[src/rtl/simon_pkg.sv]
// Shared widths, rotation amounts, FSM state type and the Simon round function
// used by the iterative Feistel datapath.
package simon_pkg;

  localparam int WORD_W  = 32;
  localparam int BLOCK_W = 64;
  localparam int ROT_A   = 1;
  localparam int ROT_B   = 8;
  localparam int ROT_C   = 2;

  typedef enum logic [1:0] {
    IDLE = 2'd0,
    LOAD = 2'd1,
    RUN  = 2'd2,
    DONE = 2'd3
  } state_e;

  // f(a) = (a<<<1 & a<<<8) ^ (a<<<2), rotations modulo the word width.
  function automatic logic [WORD_W-1:0] simon_f(input logic [WORD_W-1:0] a);
    logic [WORD_W-1:0] ra;
    logic [WORD_W-1:0] rb;
    logic [WORD_W-1:0] rc;
    ra = {a[WORD_W-1-ROT_A:0], a[WORD_W-1:WORD_W-ROT_A]};
    rb = {a[WORD_W-1-ROT_B:0], a[WORD_W-1:WORD_W-ROT_B]};
    rc = {a[WORD_W-1-ROT_C:0], a[WORD_W-1:WORD_W-ROT_C]};
    return (ra & rb) ^ rc;
  endfunction

endpackage

[src/rtl/simon_inv_round.sv]
// One combinational inverse Feistel round: x = {y_lo, y_hi ^ f(y_lo) ^ k}.
module simon_inv_round
  import simon_pkg::*;
(
  input  logic [BLOCK_W-1:0] y,
  input  logic [WORD_W-1:0]  k,
  output logic [BLOCK_W-1:0] x
);

  logic [WORD_W-1:0] y_hi;
  logic [WORD_W-1:0] y_lo;

  assign y_hi = y[BLOCK_W-1:WORD_W];
  assign y_lo = y[WORD_W-1:0];
  assign x    = {y_lo, y_hi ^ simon_f(y_lo) ^ k};

endmodule

[src/rtl/simon_round.sv]
// Forward Feistel round y = {x_lo ^ f(x_hi) ^ k, x_hi}; only built when
// SIMON_ENC_EN is defined, since the decrypt-only block has no use for it.
`ifdef SIMON_ENC_EN
module simon_round
  import simon_pkg::*;
(
  input  logic [BLOCK_W-1:0] x,
  input  logic [WORD_W-1:0]  k,
  output logic [BLOCK_W-1:0] y
);

  logic [WORD_W-1:0] x_hi;
  logic [WORD_W-1:0] x_lo;

  assign x_hi = x[BLOCK_W-1:WORD_W];
  assign x_lo = x[WORD_W-1:0];
  assign y    = {x_lo ^ simon_f(x_hi) ^ k, x_hi};

endmodule
`endif

[src/rtl/simon_dec_iter.sv]
// Iterative Simon-style Feistel decryptor, one round per clock, keys read from
// a synchronous key store. SIMON_ENC_EN adds an `enc` port for forward rounds.
module simon_dec_iter
  import simon_pkg::*;
#(
  parameter int ROUNDS = 44,
  parameter int KEY_AW = 6
) (
  input  logic               clk,
  input  logic               rst,
  input  logic               in_valid,
  output logic               in_ready,
  input  logic [BLOCK_W-1:0] in_data,
  output logic [KEY_AW-1:0]  key_addr,
  input  logic [WORD_W-1:0]  key_data,
  output logic               out_valid,
  input  logic               out_ready,
  output logic [BLOCK_W-1:0] out_data,
  output logic               busy,
`ifdef SIMON_ENC_EN
  input  logic               enc,
`endif
  output state_e             dbg_state
);

  // Handshakes: a transfer happens on a rising edge where valid and ready are
  // both high; valid, once raised, holds with stable data until that edge.

  localparam logic [KEY_AW-1:0] LAST = KEY_AW'(ROUNDS - 1);

  state_e             state_q, state_d;
  logic [BLOCK_W-1:0] blk_q, blk_d;
  logic [KEY_AW-1:0]  key_addr_q, key_addr_d;
  logic [KEY_AW-1:0]  cnt_q, cnt_d;
  logic               out_valid_q, out_valid_d;
  logic               fwd_mode;
  logic               start_fwd;
  logic [KEY_AW-1:0]  key_step;
  logic [BLOCK_W-1:0] inv_out;
  logic [BLOCK_W-1:0] round_out;

  simon_inv_round u_inv_round (
    .y (blk_q),
    .k (key_data),
    .x (inv_out)
  );

`ifdef SIMON_ENC_EN
  logic               enc_q, enc_d;
  logic [BLOCK_W-1:0] fwd_out;

  simon_round u_fwd_round (
    .x (blk_q),
    .k (key_data),
    .y (fwd_out)
  );

  assign fwd_mode  = enc_q;
  assign start_fwd = enc;
  assign round_out = enc_q ? fwd_out : inv_out;

  always_ff @(posedge clk) begin
    if (rst) begin
      enc_q <= 1'b0;
    end else begin
      enc_q <= enc_d;
    end
  end

  always_comb begin
    enc_d = enc_q;
    if (state_q == IDLE && in_valid) begin
      enc_d = enc;
    end
  end
`else
  assign fwd_mode  = 1'b0;
  assign start_fwd = 1'b0;
  assign round_out = inv_out;
`endif

  // Key address walks toward 0 (decrypt) or LAST (encrypt) and sticks there.
  always_comb begin
    key_step = key_addr_q;
    if (fwd_mode) begin
      if (key_addr_q != LAST) begin
        key_step = key_addr_q + 1'b1;
      end
    end else if (key_addr_q != '0) begin
      key_step = key_addr_q - 1'b1;
    end
  end

  always_ff @(posedge clk) begin
    if (rst) begin
      state_q     <= IDLE;
      blk_q       <= '0;
      key_addr_q  <= '0;
      cnt_q       <= '0;
      out_valid_q <= 1'b0;
    end else begin
      state_q     <= state_d;
      blk_q       <= blk_d;
      key_addr_q  <= key_addr_d;
      cnt_q       <= cnt_d;
      out_valid_q <= out_valid_d;
    end
  end

  always_comb begin
    state_d     = state_q;
    blk_d       = blk_q;
    key_addr_d  = key_addr_q;
    cnt_d       = cnt_q;
    out_valid_d = out_valid_q;
    case (state_q)
      IDLE: begin
        if (in_valid) begin
          blk_d      = in_data;
          cnt_d      = LAST;
          key_addr_d = start_fwd ? '0 : LAST;
          state_d    = LOAD;
        end
      end
      // Bubble: the key store is still returning data for the old address.
      LOAD: begin
        key_addr_d = key_step;
        state_d    = RUN;
      end
      RUN: begin
        blk_d      = round_out;
        key_addr_d = key_step;
        if (cnt_q == '0) begin
          out_valid_d = 1'b1;
          state_d     = DONE;
        end else begin
          cnt_d = cnt_q - 1'b1;
        end
      end
      DONE: begin
        if (out_ready) begin
          out_valid_d = 1'b0;
          state_d     = IDLE;
        end
      end
      default: state_d = IDLE;
    endcase
  end

  assign in_ready  = (state_q == IDLE);
  assign busy      = (state_q != IDLE);
  assign key_addr  = key_addr_q;
  assign out_valid = out_valid_q;
  assign out_data  = out_valid_q ? blk_q : '0;
  assign dbg_state = state_q;

endmodule

[config.mk]
export PLATFORM = sky130hd
export DESIGN_NAME = simon_dec_iter
export DESIGN_NICKNAME = d
export VERILOG_FILES = /design/src/rtl/simon_pkg.sv /design/src/rtl/simon_inv_round.sv /design/src/rtl/simon_round.sv /design/src/rtl/simon_dec_iter.sv
export SDC_FILE = /design/constraint.sdc
export NUM_CORES = 1
export LEC_CHECK = 0
export CORE_AREA = 10 10 116 118
export CTS_CLUSTER_SIZE = 25
export DETAILED_ROUTE_END_ITERATION = 10
export DIE_AREA = 0 0 126 128
export PLACE_DENSITY_LB_ADDON = 0.3
export SYNTH_ARGS = -nofsm -noshare
export SYNTH_HDL_FRONTEND = slang
export SYNTH_SLANG_ARGS = --single-unit
[constraint.sdc]
create_clock -name clk -period 4.03 [get_ports clk]
set_input_delay 0.403 -clock clk [delete_from_list [all_inputs] [get_ports clk]]
set_output_delay 0.403 -clock clk [all_outputs]
set_load 0.02 [all_outputs]
Word-level counts from Yosys, hierarchy flattened --
Index checks and enable logic that the tools add are counted.
Operators by class: bitwise gates (word level) 4, reductions and logical operators 13, equal/unequal tests 8, mux-type cells 15, $add $sub $neg 2, $lt $le $gt $ge 0, div/mod/pow operators 0, multipliers 0, shift operators 0
Operator list (count):
- 64-bit two-way mux | 2
- 64-bit case mux with 2 select lines | 1
- 32-bit bitwise XOR | 3
- 32-bit bitwise AND | 1
- 6-bit case mux with 2 select lines | 2
- 6-bit two-way mux | 3
- 3-bit AND reduction | 4
- 6-bit by 1-bit subtractor with 6-bit output (second input constant) | 2
- 2-bit inequality test (second input constant) | 4
- 2-bit case mux with 4 select lines | 1
- 2-bit nonzero test | 4
- 6-bit logical NOT | 1
- 2-bit two-way mux | 3
- 6-bit nonzero test | 1
- 2-bit == test (second input constant) | 2
- 2-bit by 1-bit == test with 1-bit output (second input constant) | 1
- 2-bit logical NOT | 1
- 1-bit two-way mux | 2
- 2-bit by 1-bit inequality test with 1-bit output (second input constant) | 1
- 1-bit case mux with 2 select lines | 1
- 2-bit AND reduction | 1
- 2-bit OR reduction | 1
Storage, ports and cells: memory bits (read-only) 0, output and inout bits 75, memory bits (writable) 0, bits of input ports 100, logic and storage cells 47, memories kept 0, register bits 79, bits in latches 0

Depth between registers and ports, before layout --
depth in word-level cells 5, depth in mapped cells 8, gate-level depth less buffers 6

Modules after synthesis --
A second synthesis with hierarchy kept.
Unflattened totals: cells, all modules 596, area, all modules 5524.0 um^2
By module, submodules not included:
- simon_dec_iter | area each 4162.7 um^2, sequential area each 1581.5 um^2, cells an instance 468, times used 1
- simon_inv_round | area each 1361.3 um^2, sequential area each 0.0 um^2, cells an instance 128, times used 1

Worst setup path after synthesis --
Ideal clock, no wire load.
path type reg-to-reg, start reg state_q[0], in the netlist dbg_state[0], end reg blk_q[22], arrival time 1.875 ns, data required time 3.901 ns, library setup time 0.129 ns, path slack 2.026 ns, period minus slack after synthesis 2.004 ns, path buffers 2, stages on the path, launching flop included 8, path through dfxtp_1 -> inv_1 -> ha_1 -> mux2_1 -> buf_4 -> nand3_1 -> clkbuf_1 -> o21ai_0
On the way: cells in the longest elaborated chain, start to end 3, elaborated cells between the ends (all ways) 6, those cells by class eq/ne: 2; mux: 1; reduce/logical: 3
RTL lines:
- from (decl) | RTL line simon_dec_iter.sv:31 | state_e state_q, state_d;
- from (signal assigned) | RTL line simon_dec_iter.sv:102 | state_q <= state_d;
- 2-bit logical NOT (*)
- named net in_ready | RTL line simon_dec_iter.sv:12 | output logic in_ready,
- 2-bit inequality test (no source line) / 2-bit nonzero test (equally long branches)
- 2-bit AND reduction (no source line)
- to (signal assigned) | RTL line simon_dec_iter.sv:103 | blk_q <= blk_d;
- to (decl) | RTL line simon_dec_iter.sv:32 | logic [BLOCK_W-1:0] blk_q, blk_d;
Mark *: on every way through the listed nets, which the timed path passes. The rest lies on a longest branch. A chain may end at the register's enable or synchronous reset.

Worst setup path in the final report --
start reg state_q[0], in the netlist dbg_state[0], end reg blk_q[21]
On the way: cells in the longest elaborated chain, start to end 3, elaborated cells between the ends (all ways) 6, those cells by class eq/ne: 2; mux: 1; reduce/logical: 3
RTL lines:
- 2-bit == test / 2-bit logical NOT (equally long branches) | RTL line simon_dec_iter.sv:116 | case (state_q)
- 2-bit nonzero test (no source line) / 2-bit inequality test (equally long branches)
- 2-bit AND reduction (no source line)
Parallel ways exist; a longest one is shown, timed or not.

==> flow_metrics.tcl <==
set metrics [dict create \
    status "finished, final reports clean" \
    cts_buffers 9 \
    r2r_slack_ps 1380 \
    p_leak_nw 2.45 \
    min_path_cells 2 \
    fin_crit_sh 0.657 \
    overflow 0 \
    required_ps 4270 \
    hold_path_class "flip-flop to flip-flop" \
    initial_core_util 0.454 \
    min_period_ps 2650 \
    hold_start "cnt_q[5]" \
    utilization 0.643 \
    drc 0 \
    hold_buffers 0 \
    cp_max_fo 51 \
    placed_cell_area_um2 6880 \
    synth-edff-count 0 \
    fin_tns_setup_ps 0 \
    start_kind "flip-flop" \
    layout.cells.non_filler 895 \
    finalHoldViolCount 0 \
    max_stage_delay_ps 620 \
    stdcell_area_um2 7220 \
    grt_first_pass_wirelength_um 27400 \
    reg2reg_depth 6 \
    avgSynthCellArea_um2 8.44 \
    final-setup-viol-count 0 \
    hpwl_um 12400 \
    ys_types 40 \
    areaGrowthSynthToFinish_pct 41.8 \
    synth_seq_cells 79 \
    timing.rr.start "dbg_state[0]" \
    skew_ps 7.28 \
    fmax_mhz 378 \
    synth_warnings 0 \
    path_class "flip-flop to flip-flop" \
    worst_slew_pin_slew_ps 923 \
    cts_setup_buffers 0 \
    clk_latency_ps 330 \
    vias 4931 \
    cts_root_buf "clkbuf_16" \
    dp_cells 879 \
    drive_gt1_frac 0.0372 \
    cts_tree "yes" \
    drv_slew 0 \
    clockBufferDepth 2 \
    avgViaCountPerCell 5.51 \
    synthArstFlopShare 0 \
    crit_chain "inv_1, ha_4, buf_4, nand3_1, buf_4, o21ai_0" \
    relSlewSlack 0.384 \
    grt_max_degree 77 \
    drt-pass1-iter-count 5 \
    drtAntennaViolNets 0 \
    wl_um 17200 \
    cts_sinks 79 \
    combPwrFrac 0.461 \
    grtUsageTotal 0.205 \
    synthesis.nets 711 \
    p_per_area_nw_per_um2 619 \
    syn_inst 603 \
    syn_area_um2 5090 \
    min_to "cnt_q[5]" \
    wl_per_cell_um 19.2 \
    seq_area_frac_synth 0.311 \
    seqPwrFrac 0.330 \
    crit_buf_inv 3 \
    antenna_cells 0 \
    worst_r2r_endpoint "blk_q[21]" \
    irDropWorstVdd_mv 0.334 \
    crit_slowest_cell "buf_4" \
    die_w_um 126 \
    grt_pass1_vias 5134 \
    ys.flop_type "dfxtp_1" \
    arrival_ps 2880 \
    port_buffers 174 \
    place_congestion 0.822 \
    fp.dieH_um 128 \
    cp_top_family "buffers and inverters" \
    fp.coreArea_um2 11200 \
    htreeDepth 3 \
    drt_iter0_drc 386 \
    num_rows 39 \
    antenna_found_initial 0 \
    path_clk_slew_ps 60 \
    ctsResizeCount 0 \
    whs_ps 508 \
    p_int_mw 2.61 \
    die_area_um2 16100 \
    crit_path_end_kind "flip-flop" \
    drv_cap 0 \
    switching_share 0.414 \
    pin_count 175 \
    p_switching_mw 1.85 \
    crit_top_cell "buf_4" \
    clockPowerShare 0.209 \
    nNetsFinal 855 \
    rsz0062_at_grt "false" \
]
==> layout by cell type, fill, tap and decap left out, types with 2 or more instances in the layout <==
cell type	netlist	layout
nand2_1	39	39
o21a_1	2	2
nand3_1	5	5
a21boi_0	3	3
nor2b_1	2	2
o21ai_0	39	39
nand3b_1	2	2
bufinv_16	0	3
xnor2_1	64	64
and2_1	64	64
a311oi_1	2	2
nor3_1	2	2
clkbuf_16	0	9
a211oi_1	34	34
nor4b_1	32	32
a31oi_1	34	34
clkbuf_1	32	2
a21oi_1	8	8
nor2_1	38	38
dfxtp_1	79	78
ha_1	8	7
nand4b_1	2	2
inv_1	12	12
mux2i_1	38	37
xor2_1	32	32
clkdlybuf4s50_1	0	173
buf_4	2	6
==> worst max-delay path by stage <==
stage / startpoint / to / depth (start not counted) / slack, ps
global placement: dbg_state[0] / cnt_q[4] / 6 / 1520
global route: dbg_state[0] / blk_q[21] / 6 / 1230
finish: dbg_state[0] / blk_q[21] / 6 / 1380
floorplan: dbg_state[0] / blk_q[22] / 7 / 2030
detailed placement: dbg_state[0] / cnt_q[4] / 6 / 1440
CTS: dbg_state[0] / blk_q[21] / 6 / 1400
==> cell usage after synthesis (3+ instances only) <==
cell / count / area [um^2]
o21ai_0: 39 / 195
nor2_1: 38 / 143
nand2_1: 39 / 146
xor2_1: 32 / 280
xnor2_1: 64 / 561
a31oi_1: 34 / 213
ha_1: 8 / 100
mux2i_1: 38 / 380
dfxtp_1: 79 / 1580
a21oi_1: 8 / 40.0
inv_1: 12 / 45.0
clkbuf_1: 32 / 120
and2_1: 64 / 400
buf_2: 13 / 65.1
nor4b_1: 32 / 280
a211oi_1: 34 / 255
nand3_1: 5 / 25.0
a21boi_0: 3 / 22.5
==> state kept, by name (all words and copies together) (netlist names) <==
name,count
dbg_state,2
blk_q,64
key_addr,6
out_valid,1
cnt_q,6
==> cell families after synthesis <==
group,after synthesis,synth area share
buffers and inverters,59,0.0482
AO/OA/AOI/OAI,128,0.159
flip-flops,79,0.311
XOR/XNOR,96,0.165
multiplexers,39,0.0769
adder cells (fa/ha/maj),8,0.0197
AND/OR/NAND/NOR,194,0.221
==> through the flow <==
step / total power [mW] / worst slack, ps
2_1_floorplan: 2.86 / 2030
3_3_place_gp: 3.45 / 1520
3_5_place_dp: 3.52 / 1440
4_1_cts: 4.46 / 1400
5_1_grt: 4.75 / 1230
6_report: 4.46 / 1380
==> power groups by stage <==
stage / sequential, mW / combinational, mW / clock [mW]
after floorplan: 1.35 / 1.51 / 0
after global placement: 1.47 / 1.98 / 0
after detailed placement: 1.49 / 2.04 / 0
after CTS: 1.47 / 2.05 / 0.938
after global routing: 1.52 / 2.25 / 0.973
final: 1.47 / 2.06 / 0.935
==> worst register-to-register path: cells and delay by family, from the launching register on <==
family,cells,cell delay [ps]
AOI/OAI and AO/OA,1,230
adders and majority gates,1,450
buffers and inverters,3,1110
DFF,1,330
and+or+nand+nor,1,440
==> metal layers <==
layer	wire [um]	global-route usage	vias up
met5	0	0	-
met4	217	0.0610	0
met3	1150	0.0538	17
met2	8420	0.342	174
met1	7400	0.253	2338
li1	-	-	2402
==> area by class of cell <==
type / instances / area [um^2]
tap: 143 / 179
multi-input combinational: 465 / 3290
inverter: 12 / 45.0
timing repair buffer: 180 / 1780
clock inverter: 5 / 106
sequential: 79 / 1580
fill: 949 / 4010
clock buffer: 11 / 233
No activity file was read; power rests on OpenSTA's default activity.
